===== src/rtl/sign_divide.sv =====
// Sequential sign-magnitude restoring divider: one quotient bit per clock, start/busy/done handshake.
// Optional build macro SIGN_DIVIDE_ZERO_NORM_EN forces the sign of a zero magnitude result to 0.
module sign_divide #(
  parameter int DW = 8,
  parameter int VW = 4
) (
  input  logic          clk,
  input  logic          rst,
  input  logic          start,
  input  logic          a_sign,
  input  logic [DW-1:0] a_mag,
  input  logic [VW:0]   b,
  output logic [DW-1:0] q,
  output logic          q_sign,
  output logic [VW-1:0] r,
  output logic          r_sign,
  output logic          busy,
  output logic          done,
  output logic          div_zero,
  output logic [1:0]    o_dbg_state
);

  // Handshake: start is sampled only in IDLE or DONE; busy marks RUN; done is a
  // one-cycle pulse with results valid, and never overlaps busy.
  localparam int CW = (DW > 1) ? $clog2(DW) : 1;

  typedef enum logic [1:0] {
    S_IDLE = 2'd0,
    S_RUN  = 2'd1,
    S_DONE = 2'd2
  } state_t;

  state_t        r_state;
  logic [CW-1:0] r_cnt;
  logic [DW-1:0] r_dvd;
  logic [DW-1:0] r_quo;
  logic [VW:0]   r_p;
  logic [VW-1:0] r_dvs;
  logic          r_a_sign;
  logic          r_b_sign;
  logic          r_zero;
  logic [DW-1:0] r_q;
  logic          r_q_sign;
  logic [VW-1:0] r_r;
  logic          r_r_sign;
  logic          r_busy;
  logic          r_done;
  logic          r_div_zero;

  logic [VW:0]   w_p_shift;
  logic          w_ge;
  logic [VW:0]   w_p_next;
  logic [DW-1:0] w_quo_next;
  logic          w_q_sign;
  logic          w_r_sign;
  logic          w_capture;

  assign w_p_shift  = {r_p[VW-1:0], r_dvd[DW-1]};
  assign w_ge       = (w_p_shift >= {1'b0, r_dvs});
  assign w_p_next   = w_ge ? (w_p_shift - {1'b0, r_dvs}) : w_p_shift;
  assign w_quo_next = {r_quo[DW-2:0], w_ge};
  assign w_capture  = start && (r_state == S_IDLE || r_state == S_DONE);

`ifdef SIGN_DIVIDE_ZERO_NORM_EN
  assign w_q_sign = (w_quo_next != '0) ? (r_a_sign ^ r_b_sign) : 1'b0;
  assign w_r_sign = (w_p_next[VW-1:0] != '0) ? r_a_sign : 1'b0;
`else
  assign w_q_sign = r_a_sign ^ r_b_sign;
  assign w_r_sign = r_a_sign;
`endif

  always_ff @(posedge clk) begin
    if (rst) begin
      r_state    <= S_IDLE;
      r_cnt      <= '0;
      r_dvd      <= '0;
      r_quo      <= '0;
      r_p        <= '0;
      r_dvs      <= '0;
      r_a_sign   <= 1'b0;
      r_b_sign   <= 1'b0;
      r_zero     <= 1'b0;
      r_q        <= '0;
      r_q_sign   <= 1'b0;
      r_r        <= '0;
      r_r_sign   <= 1'b0;
      r_busy     <= 1'b0;
      r_done     <= 1'b0;
      r_div_zero <= 1'b0;
    end else begin
      case (r_state)
        S_IDLE, S_DONE: begin
          r_done <= 1'b0;
          if (w_capture) begin
            r_state    <= S_RUN;
            r_busy     <= 1'b1;
            r_cnt      <= CW'(DW - 1);
            r_dvd      <= a_mag;
            r_quo      <= '0;
            r_p        <= '0;
            r_dvs      <= b[VW-1:0];
            r_a_sign   <= a_sign;
            r_b_sign   <= b[VW];
            r_zero     <= (b[VW-1:0] == '0);
            r_div_zero <= 1'b0;
          end else begin
            r_state <= S_IDLE;
          end
        end
        S_RUN: begin
          if (r_zero) begin
            // Zero divisor (either sign) skips the iterations entirely.
            r_state    <= S_DONE;
            r_busy     <= 1'b0;
            r_done     <= 1'b1;
            r_q        <= '1;
            r_q_sign   <= 1'b0;
            r_r        <= '0;
            r_r_sign   <= 1'b0;
            r_div_zero <= 1'b1;
          end else begin
            r_p   <= w_p_next;
            r_dvd <= {r_dvd[DW-2:0], 1'b0};
            r_quo <= w_quo_next;
            if (r_cnt == '0) begin
              r_state  <= S_DONE;
              r_busy   <= 1'b0;
              r_done   <= 1'b1;
              r_q      <= w_quo_next;
              r_q_sign <= w_q_sign;
              r_r      <= w_p_next[VW-1:0];
              r_r_sign <= w_r_sign;
            end else begin
              r_cnt <= r_cnt - 1'b1;
            end
          end
        end
        default: begin
          r_state <= S_IDLE;
          r_busy  <= 1'b0;
          r_done  <= 1'b0;
        end
      endcase
    end
  end

  assign q           = r_q;
  assign q_sign      = r_q_sign;
  assign r           = r_r;
  assign r_sign      = r_r_sign;
  assign busy        = r_busy;
  assign done        = r_done;
  assign div_zero    = r_div_zero;
  assign o_dbg_state = r_state;

endmodule


===== config.mk =====
export PLATFORM = sky130hd
export DESIGN_NAME = sign_divide
export DESIGN_NICKNAME = d
export VERILOG_FILES = /design/src/rtl/sign_divide.sv
export SDC_FILE = /design/constraint.sdc
export NUM_CORES = 1
export LEC_CHECK = 0
export BUFFER_PORTS_ARGS = -buffer_cell sky130_fd_sc_hd__buf_2
export CORE_MARGIN = 5
export CORE_UTILIZATION = 55
export CTS_BUF_LIST = sky130_fd_sc_hd__clkbuf_8 sky130_fd_sc_hd__clkbuf_16
export DETAILED_ROUTE_END_ITERATION = 16
export GPL_TIMING_DRIVEN = 0
export PLACE_DENSITY = 0.84
export SETUP_SLACK_MARGIN = 0.2
export SYNTH_ARGS = -nofsm -noshare
export SYNTH_HDL_FRONTEND = slang
export SYNTH_SLANG_ARGS = --single-unit

===== constraint.sdc =====
create_clock -name clk -period 2 [get_ports clk]
set_input_delay 0.2 -clock clk [delete_from_list [all_inputs] [get_ports clk]]
set_output_delay 0.2 -clock clk [all_outputs]
set_load 0.01 [all_outputs]

==> results of run 1 <==
-- synthesized netlist by cell type (4+ instances only) --
master / n / area share [%]
buf_2: 4 / 0.95
nor3_1: 4 / 0.95
ha_1: 6 / 3.6
o22ai_1: 7 / 2.1
nor2_2: 4 / 1.2
inv_1: 9 / 1.6
a311oi_1: 4 / 1.7
nor2_1: 28 / 5.0
nand3_1: 10 / 2.4
nand2b_1: 4 / 1.2
nand2_1: 41 / 7.3
dfxtp_1: 48 / 46
o21ai_0: 6 / 1.4
clkbuf_1: 9 / 1.6
a21oi_1: 21 / 5.0
-- power by group through the flow --
stage          logic, mW  registers [mW]  clock network [mW]
3_5_place_dp       0.416            1.08                   0
2_1_floorplan      0.302            1.09                   0
3_3_place_gp       0.408            1.08                   0
5_1_grt            0.498            1.07               0.653
6_report           0.447            1.06               0.592
4_1_cts            0.419            1.06               0.606
-- routing by layer --
| metal | vias to the layer above | part of all wire, % |
|---|---|---|
| li1 | 929 | - |
| met1 | 829 | 46 |
| met2 | 44 | 47 |
| met3 | 9 | 5.3 |
| met4 | 0 | 1.6 |
| met5 | - | 0 |
-- per-stage QoR --
| stage | total power, mW | setup WS [ns] | instance area (sq um) | util [%] | cells |
|---|---|---|---|---|---|
| 5_1_grt | 2.22 | 0.134 | 2480 | 67.2 | 336 |
| 2_1_floorplan | 1.39 | 0.412 | 2100 | - | 245 |
| 4_1_cts | 2.09 | 0.208 | 2430 | 65.9 | 336 |
| 3_5_place_dp | 1.50 | 0.189 | 2340 | 63.4 | 328 |
| 3_3_place_gp | 1.49 | 0.247 | 2340 | 63.4 | 328 |
| 6_report | 2.10 | 0.271 | 2480 | 67.2 | 336 |
-- state kept, by name, indices dropped and copies added, names as in the netlist --
signal,count
r_b_sign,1
o_dbg_state,2
div_zero,1
q,8
r_p,4
r_a_sign,1
r_sign,1
q_sign,1
r_cnt,3
r,4
r_zero,1
r_dvd,8
busy,1
r_dvs,4
done,1
r_quo,7
-- final cells by class --
class | count | area [sq um]
multi-input cells | 173 | 1060
clock buffers | 6 | 82.6
flip-flops and latches | 48 | 962
fillers | 321 | 1210
well taps | 48 | 60.1
clock inverters | 2 | 11.3
plain buffers | 15 | 87.6
inverters | 9 | 33.8
repair buffers | 35 | 175
-- cell families (layout without fill, tap and decap cells) --
kind of cell,after synthesis,in the layout
DFF,48,48
adders and majority gates,7,7
buffers and inverters,24,67
and+or+nand+nor,106,106
xor gates and xnor gates,3,3
AOI/OAI and AO/OA,54,54
muxes,3,3
-- what timing repair did --
action / in CTS / in global routing
pin swaps: 0 / 0
hold buffers: 0 / 0
gates resized for setup: 1 / 10
endpoints found under the setup margin: 1 / 7
-- final timing paths --
check / slack (ns) / to / cells after the start
worst min register to register: 0.46 / done$_SDFFE_PP0P_ / 2
worst max-delay path: 0.27 / r_p[2]$_SDFFE_PP0P_ / 8
worst min-delay path: 0.12 / r_b_sign$_SDFFE_PP0P_ / 3
worst max register to register: 0.27 / r_p[2]$_SDFFE_PP0P_ / 8
-- worst max-delay path, delay by kind of cell, from the launching register on --
| kind | cells | cell delay (ns) |
|---|---|---|
| simple gates | 2 | 0.38 |
| fa+ha+maj | 1 | 0.17 |
| flops | 1 | 0.33 |
| buf+inv | 2 | 0.25 |
| compound gates | 2 | 0.35 |
| mux | 1 | 0.17 |
==> impl_metrics.yaml, run 1 <==
run_status:
  status: "completed"
worst_hold_path:
  hp-class: "input pin to register"
  holdCritStartpoint: "b[4]"
power_and_ir_drop:
  ir_drop_uv: 546
  leakage_nw: 1.02
  clockPowerShare_pct: 28.2
  power.internal_mw: 1.48
  p_switching_mw: 0.618
  pwr_density_cell_nw_per_um2: 848
  seqPwrFrac_pct: 50.5
  p_comb_share_pct: 21.3
  switching_share_pct: 29.4
cells_and_area:
  area_growth_pct: 17.9
  mostFrequentLayoutCell: "dfxtp_1"
  most-common-layout-cells: "dfxtp_1, nand2_1, buf_2"
  nets: 311
  n_antenna_cell: 0
  drive_gt1_share_pct: 21.9
worst_setup_path:
  reg2reg_from: "r_dvs[2]$_SDFFE_PP0P_"
  path_cells: "inv_1 > ha_4 > nor4_1 > o21ai_1 > and2_1 > clkbuf_4 > mux2i_2 > o31ai_1"
  worst-path-max-fanout: 5
  end_kind: "register"
  cp_data_required_time_ns: 2.22
  cp_slowest_stage_delay_ns: 0.33
  path_class: "register to register"
  slowest_stage: "dfxtp_1"
  worstPathArrival_ns: 1.95
  crit_path_start: "r_dvs[2]$_SDFFE_PP0P_"
  critPathLaunchType: "register"
place:
  place.gp.congestion: 0.803
  hpwlAfterDp_um: 3250
  portBuffers: 35
floorplanning:
  fp.dieArea_sq_um: 5160
  dieWidth_um: 71.8
  rows: 22
  core-area_sq_um: 3690
  initial_core_util_pct: 57.0
  io_pins: 36
  die_y_um: 71.8
timing:
  fin_setup_tns_ns: 0
  hold_viol_final: 0
  period_share_pct: 86.5
  slew-limit-headroom_pct: 60.1
  fmax_ghz: 0.578
  rsz0062_at_grt: "true"
  worstMarginPinSlew_ns: 0.599
  setup_viol: 0
  hold_ws_ns: 0.123
  slew_violations: 0
  fin_skew_ns: 0.0102
  layout_min_cycle_time_ns: 1.73
synthesis:
  syn_inst: 245
  syn_area_sq_um: 2100
  yosys.area_share.xor_xnor_pct: 1.25
  yosys.area_share.adder_pct: 4.52
  synth-compound-area-share_pct: 17.3
  synthMuxAreaShare_pct: 1.43
  ys_seq_elements: 48
  synth_edf_count: 0
  async_flop_share_pct: 0
  synthSimpleGateAreaFrac_pct: 24.2
  yosys_most_used_dff: "dfxtp_1"
  ys_warn_count: 0
  seq_area_frac_synth_pct: 45.7
  ys_types: 40
  avgSynthCellArea_sq_um: 8.58
  synth_fp_nets: 269
  synth_top_family_by_area: "simple AND/OR/NAND/NOR gates"
detailed_routing:
  wl_per_cell_um: 13.6
  num_vias: 1811
  via_per_inst: 5.39
  drcViolationCount: 0
  drtIter0Drc: 108
  wirelength_um: 4560
  dr.pass1.iters: 4
  drtAntennaViolNets: 0
clocking:
  cts_buffers: 5
  post_cts_buffers: 0
  root_buffer: "clkbuf_8"
  tritoncts: "yes"
  clock_latency_ns: 0.31
  clock_path_buffers: 2
  clkTransAtPathRegs_ns: 0.08
  htreeDepth: 2
  cts_sinks: 48
global_routing:
  antenna_found_initial: 0
  use_met2_pct: 29.9
  grt_pass1_vias: 1700
  use_met3_pct: 5.47
  grt_overflow: 0
  grtUsageMet1_pct: 23.8
  grt_pass1_wl_um: 7540
  grt-busiest-layer: "met2"
  grt_max_degree: 15
  grt_usage_pct: 18.5
run:
  cap_violations: 0
(Power assumes the default switching activity.)
==> inputs of run 2 (changes only) <==
- CORE_ASPECT_RATIO: unset -> 2
- TNS_END_PERCENT: unset -> 50
==> impl_metrics.yaml, run 2 (synthesized netlist as in run 1, its figures left out) <==
floorplanning:
  io_pins: 36
  die_y_um: 97.4
  fp.dieArea_sq_um: 5230
  initial_core_util_pct: 57.7
  rows: 31
  core-area_sq_um: 3650
  dieWidth_um: 53.7
cells_and_area:
  most-common-layout-cells: "dfxtp_1, nand2_1, buf_2"
  multiInputGateArea_sq_um: 1100
  nets: 311
  seq_area_sq_um: 961
  drive_gt1_share_pct: 23.3
  n_antenna_cell: 0
  stdcell_area_sq_um: 2540
  mostFrequentLayoutCell: "dfxtp_1"
  n_fill_cell: 325
  area_growth_pct: 20.7
global_routing:
  grtUsageMet1_pct: 21.6
  grt_max_degree: 17
  grt_usage_pct: 19.8
  antenna_found_initial: 0
  grt_overflow: 0
  use_met2_pct: 33.8
  grt-busiest-layer: "met2"
  grt_pass1_vias: 1787
  use_met3_pct: 4.45
  grt_pass1_wl_um: 7760
timing:
  layout_min_cycle_time_ns: 1.73
  fin_setup_tns_ns: 0
  slew_violations: 0
  setup_viol: 0
  period_share_pct: 86.6
  hold_viol_final: 0
  worstMarginPinSlew_ns: 0.566
  slew-limit-headroom_pct: 62.3
  hold_ws_ns: 0.124
  fmax_ghz: 0.578
  fin_ws_ns: 0.268
  fin_skew_ns: 0.00819
  rsz0062_at_grt: "true"
detailed_routing:
  drcViolationCount: 0
  num_vias: 1829
  wirelength_um: 4640
  via_per_inst: 5.43
  wl_per_cell_um: 13.8
  drtAntennaViolNets: 0
  drtIter0Drc: 25
  dr.pass1.iters: 4
run:
  cap_violations: 0
worst_setup_path:
  path_class: "register to register"
  worst-path-max-fanout: 9
  end_kind: "register"
  cp_data_required_time_ns: 2.21
  worstPathArrival_ns: 1.94
  critPathLaunchType: "register"
clocking:
  tritoncts: "yes"
  htreeDepth: 2
  postCtsHoldBufs: 0
  clock_path_buffers: 2
  cts_sinks: 48
  clkTransAtPathRegs_ns: 0.09
  root_buffer: "clkbuf_8"
  cts_buffers: 5
  clock_latency_ns: 0.31
power_and_ir_drop:
  clockPowerShare_pct: 31.8
  seqPwrFrac_pct: 47.4
  switching_share_pct: 28.7
  ir_drop_uv: 650
  p_switching_mw: 0.643
  leakage_nw: 1.03
  power.internal_mw: 1.60
  p_comb_share_pct: 20.8
  pwr_density_cell_nw_per_um2: 883
place:
  place_area_sq_um: 2340
  portBuffers: 35
  place_ws_ns: 0.192
  place.gp.congestion: 0.784
  hpwlAfterDp_um: 3500
worst_hold_path:
  hp-class: "input pin to register"
run_status:
  status: "completed"
[run 2: per-stage QoR]
stage	cells	utilization, %	total power, mW
floorplan	245	-	1.39
CTS	337	68.1	2.23
global route	337	69.6	2.36
global placement	329	64.1	1.49
detailed placement	329	64.1	1.50
finish	337	69.6	2.24
[run 2: worst paths after layout]
path / from / to / slack (ns) / cells past startpoint
setup / recovery: r_cnt[0]$_SDFFE_PP0P_ / r[0]$_SDFFE_PP0P_ / 0.27 / 7
hold / removal: b[4] / r_b_sign$_SDFFE_PP0P_ / 0.12 / 3
setup reg to reg: r_cnt[0]$_SDFFE_PP0P_ / r[0]$_SDFFE_PP0P_ / 0.27 / 7
hold reg to reg: done$_SDFFE_PP0P_ / done$_SDFFE_PP0P_ / 0.46 / 2
[run 2: area by class of cell]
cell class,instances,share of cell area [%]
repair buffers,35,6.90
flip-flops and latches,48,37.9
well taps,49,2.42
multi-input cells,173,43.4
inverters,9,1.33
clock buffers,5,2.71
clock inverters,3,1.87
plain buffers,15,3.45
[run 2: power by group through the flow]
stage	Combinational (mW)	Sequential (mW)	Clock (mW)
floorplan	0.302	1.09	0
global placement	0.411	1.08	0
detailed placement	0.420	1.08	0
CTS	0.445	1.06	0.726
global route	0.518	1.07	0.766
finish	0.465	1.06	0.713
[run 2: what timing repair did]
action / in CTS / in global routing
setup endpoints to repair: 5 / 14
resized for setup: 5 / 10
pin swaps: 0 / 1
buffers inserted: 0 / 0
[run 2: critical path: stages (launching register included)]
cell,delay (ns)
dfxtp_1,0.34
inv_1,0.08
ha_1,0.16
and2b_1,0.29
nor2_1,0.08
nor2_2,0.31
nor2_1,0.13
a22o_1,0.24
[run 2: metal layers]
| layer | vias to the layer above | routed length, um | part of all wire (%) |
|---|---|---|---|
| met1 | 850 | 1730 | 37 |
| met4 | 0 | 132 | 2.8 |
| met2 | 39 | 2570 | 55 |
| li1 | 929 | - | - |
| met5 | - | 0 | 0 |
| met3 | 11 | 208 | 4.5 |
==> inputs of run 3 (changes only) <==
- REMOVE_ABC_BUFFERS: unset -> 1
==> impl_metrics.yaml, run 3 (synthesized netlist as in run 1, its figures left out) <==
global_routing:
  grt_pass1_vias: 1746
  antenna_found_initial: 0
  grt_pass1_wl_um: 7450
  grt_usage_pct: 18.6
  grt_overflow: 0
  grt_max_degree: 50
cells_and_area:
  n_antenna_cell: 0
  area_growth_pct: 14.9
  drive_gt1_share_pct: 23.1
  seq_area_sq_um: 961
  nets: 297
  final-instance-count-excl-fill: 322
  stdcell_area_sq_um: 2410
  mostFrequentLayoutCell: "dfxtp_1"
  n_fill_cell: 329
  multiInputGateArea_sq_um: 1100
  most-common-layout-cells: "dfxtp_1, nand2_1, buf_2"
detailed_routing:
  drtIter0Drc: 26
  drcViolationCount: 0
  num_vias: 1771
  wirelength_um: 4530
  wl_per_cell_um: 14.1
  via_per_inst: 5.50
  drtAntennaViolNets: 0
  dr.pass1.iters: 4
timing:
  hold_viol_final: 0
  layout_min_cycle_time_ns: 1.73
  fin_skew_ns: 0.00337
  slew_violations: 0
  fmax_ghz: 0.578
  slew-limit-headroom_pct: 42.5
  setup_viol: 0
  period_share_pct: 86.5
  worstMarginPinSlew_ns: 0.862
  rsz0062_at_grt: "true"
  fin_setup_tns_ns: 0
clocking:
  clock_latency_ns: 0.30
  clkTransAtPathRegs_ns: 0.08
  cts_sinks: 48
  tritoncts: "yes"
  htreeDepth: 2
  cts_buffers: 5
  root_buffer: "clkbuf_8"
  clock_path_buffers: 2
place:
  place.gp.congestion: 0.781
  portBuffers: 35
  hpwlAfterDp_um: 3170
  dp_cells: 314
  place_area_sq_um: 2250
worst_setup_path:
  path_class: "register to register"
  slowest_stage: "dfxtp_1"
  cp_data_required_time_ns: 2.20
  cp_slowest_stage_delay_ns: 0.39
  r2r_setup_slack_ns: 0.27
  end_kind: "register"
  critPathLaunchType: "register"
  path_cells: "ha_4 > nor4_1 > o21ai_1 > and2_4 > mux2i_4 > o31ai_1"
  worstPathArrival_ns: 1.93
  worst-path-max-fanout: 4
  ff2ff_path_depth: 6
  r2r-end: "r_p[1]$_SDFFE_PP0P_"
  reg2reg_from: "r_p[1]$_SDFFE_PP0P_"
floorplanning:
  initial_core_util_pct: 57.7
  die_y_um: 97.4
  core-area_sq_um: 3650
  rows: 31
  io_pins: 36
  dieWidth_um: 53.7
  fp.dieArea_sq_um: 5230
power_and_ir_drop:
  leakage_nw: 0.985
  ir_drop_uv: 805
  pwr_density_cell_nw_per_um2: 852
worst_hold_path:
  hold_path_depth: 3
  hp-class: "input pin to register"
  holdCritStartpoint: "a_sign"
  worstHoldEndpoint: "r_a_sign$_SDFFE_PP0P_"
run_status:
  status: "completed"
run:
  cap_violations: 0
## run 3: per-layer routing
layer,up-vias,GRT usage [%],wire length [um]
met4,0,8.27,98
met1,833,20.4,1810
met5,-,0,0
met3,8,3.69,184
met2,35,32.3,2440
li1,895,-,-
## run 3: per-stage QoR
| stage | setup slack (ns) | utilization (%) | total power [mW] | hold slack (ns) |
|---|---|---|---|---|
| floorplan | 0.338 | - | 1.35 | 0.268 |
| global placement | 0.0880 | 61.8 | 1.46 | 0.439 |
| detailed placement | 0.0569 | 61.8 | 1.47 | 0.444 |
| CTS | 0.195 | 64.2 | 2.01 | 0.135 |
| global route | 0.167 | 66.2 | 2.16 | 0.136 |
| finish | 0.270 | 66.2 | 2.06 | 0.140 |
## run 3: report_power, final
group	switching, mW	internal, mW	total [mW]
clock network	0.308	0.233	0.541
logic	0.267	0.188	0.455
registers	0.0420	1.02	1.06
## run 3: worst max-delay path by stage
stage,start,endpoint,slack [ns],depth (start not counted)
after floorplan,o_dbg_state[0]$_SDFFE_PP0P_,r_cnt[2]$_SDFFE_PP0P_,0.34,5
final,r_p[1]$_SDFFE_PP0P_,r_p[1]$_SDFFE_PP0P_,0.27,6
after CTS,o_dbg_state[0]$_SDFFE_PP0P_,r[3]$_SDFFE_PP0P_,0.20,4
after global placement,o_dbg_state[0]$_SDFFE_PP0P_,q_sign$_SDFFE_PP0P_,0.09,4
after detailed placement,o_dbg_state[0]$_SDFFE_PP0P_,q_sign$_SDFFE_PP0P_,0.06,4
after global routing,r_p[1]$_SDFFE_PP0P_,r_p[2]$_SDFFE_PP0P_,0.17,6
## run 3: timing repair
action	4_1_cts	5_1_grt
endpoints found under the hold margin	0	0
gates cloned	0	0
setup endpoints to repair	11	28
pin swaps	0	2
hold buffers	0	0
gates resized for setup	7	14
setup buffers	0	1
## run 3: area by class of cell
type / count / share of cell area [%]
Timing Repair Buffer: 36 / 7.56
Clock inverter: 2 / 0.363
Multi-Input combinational cell: 173 / 45.5
Tap cell: 49 / 2.54
Clock buffer: 5 / 2.85
Sequential cell: 48 / 39.8
Inverter: 9 / 1.40
## run 3: critical path: cells and delay by family, from the launching register on
kind | cells | cell delay [ns]
mux | 1 | 0.20
flops | 1 | 0.39
simple gates | 2 | 0.46
compound gates | 2 | 0.38
fa+ha+maj | 1 | 0.20
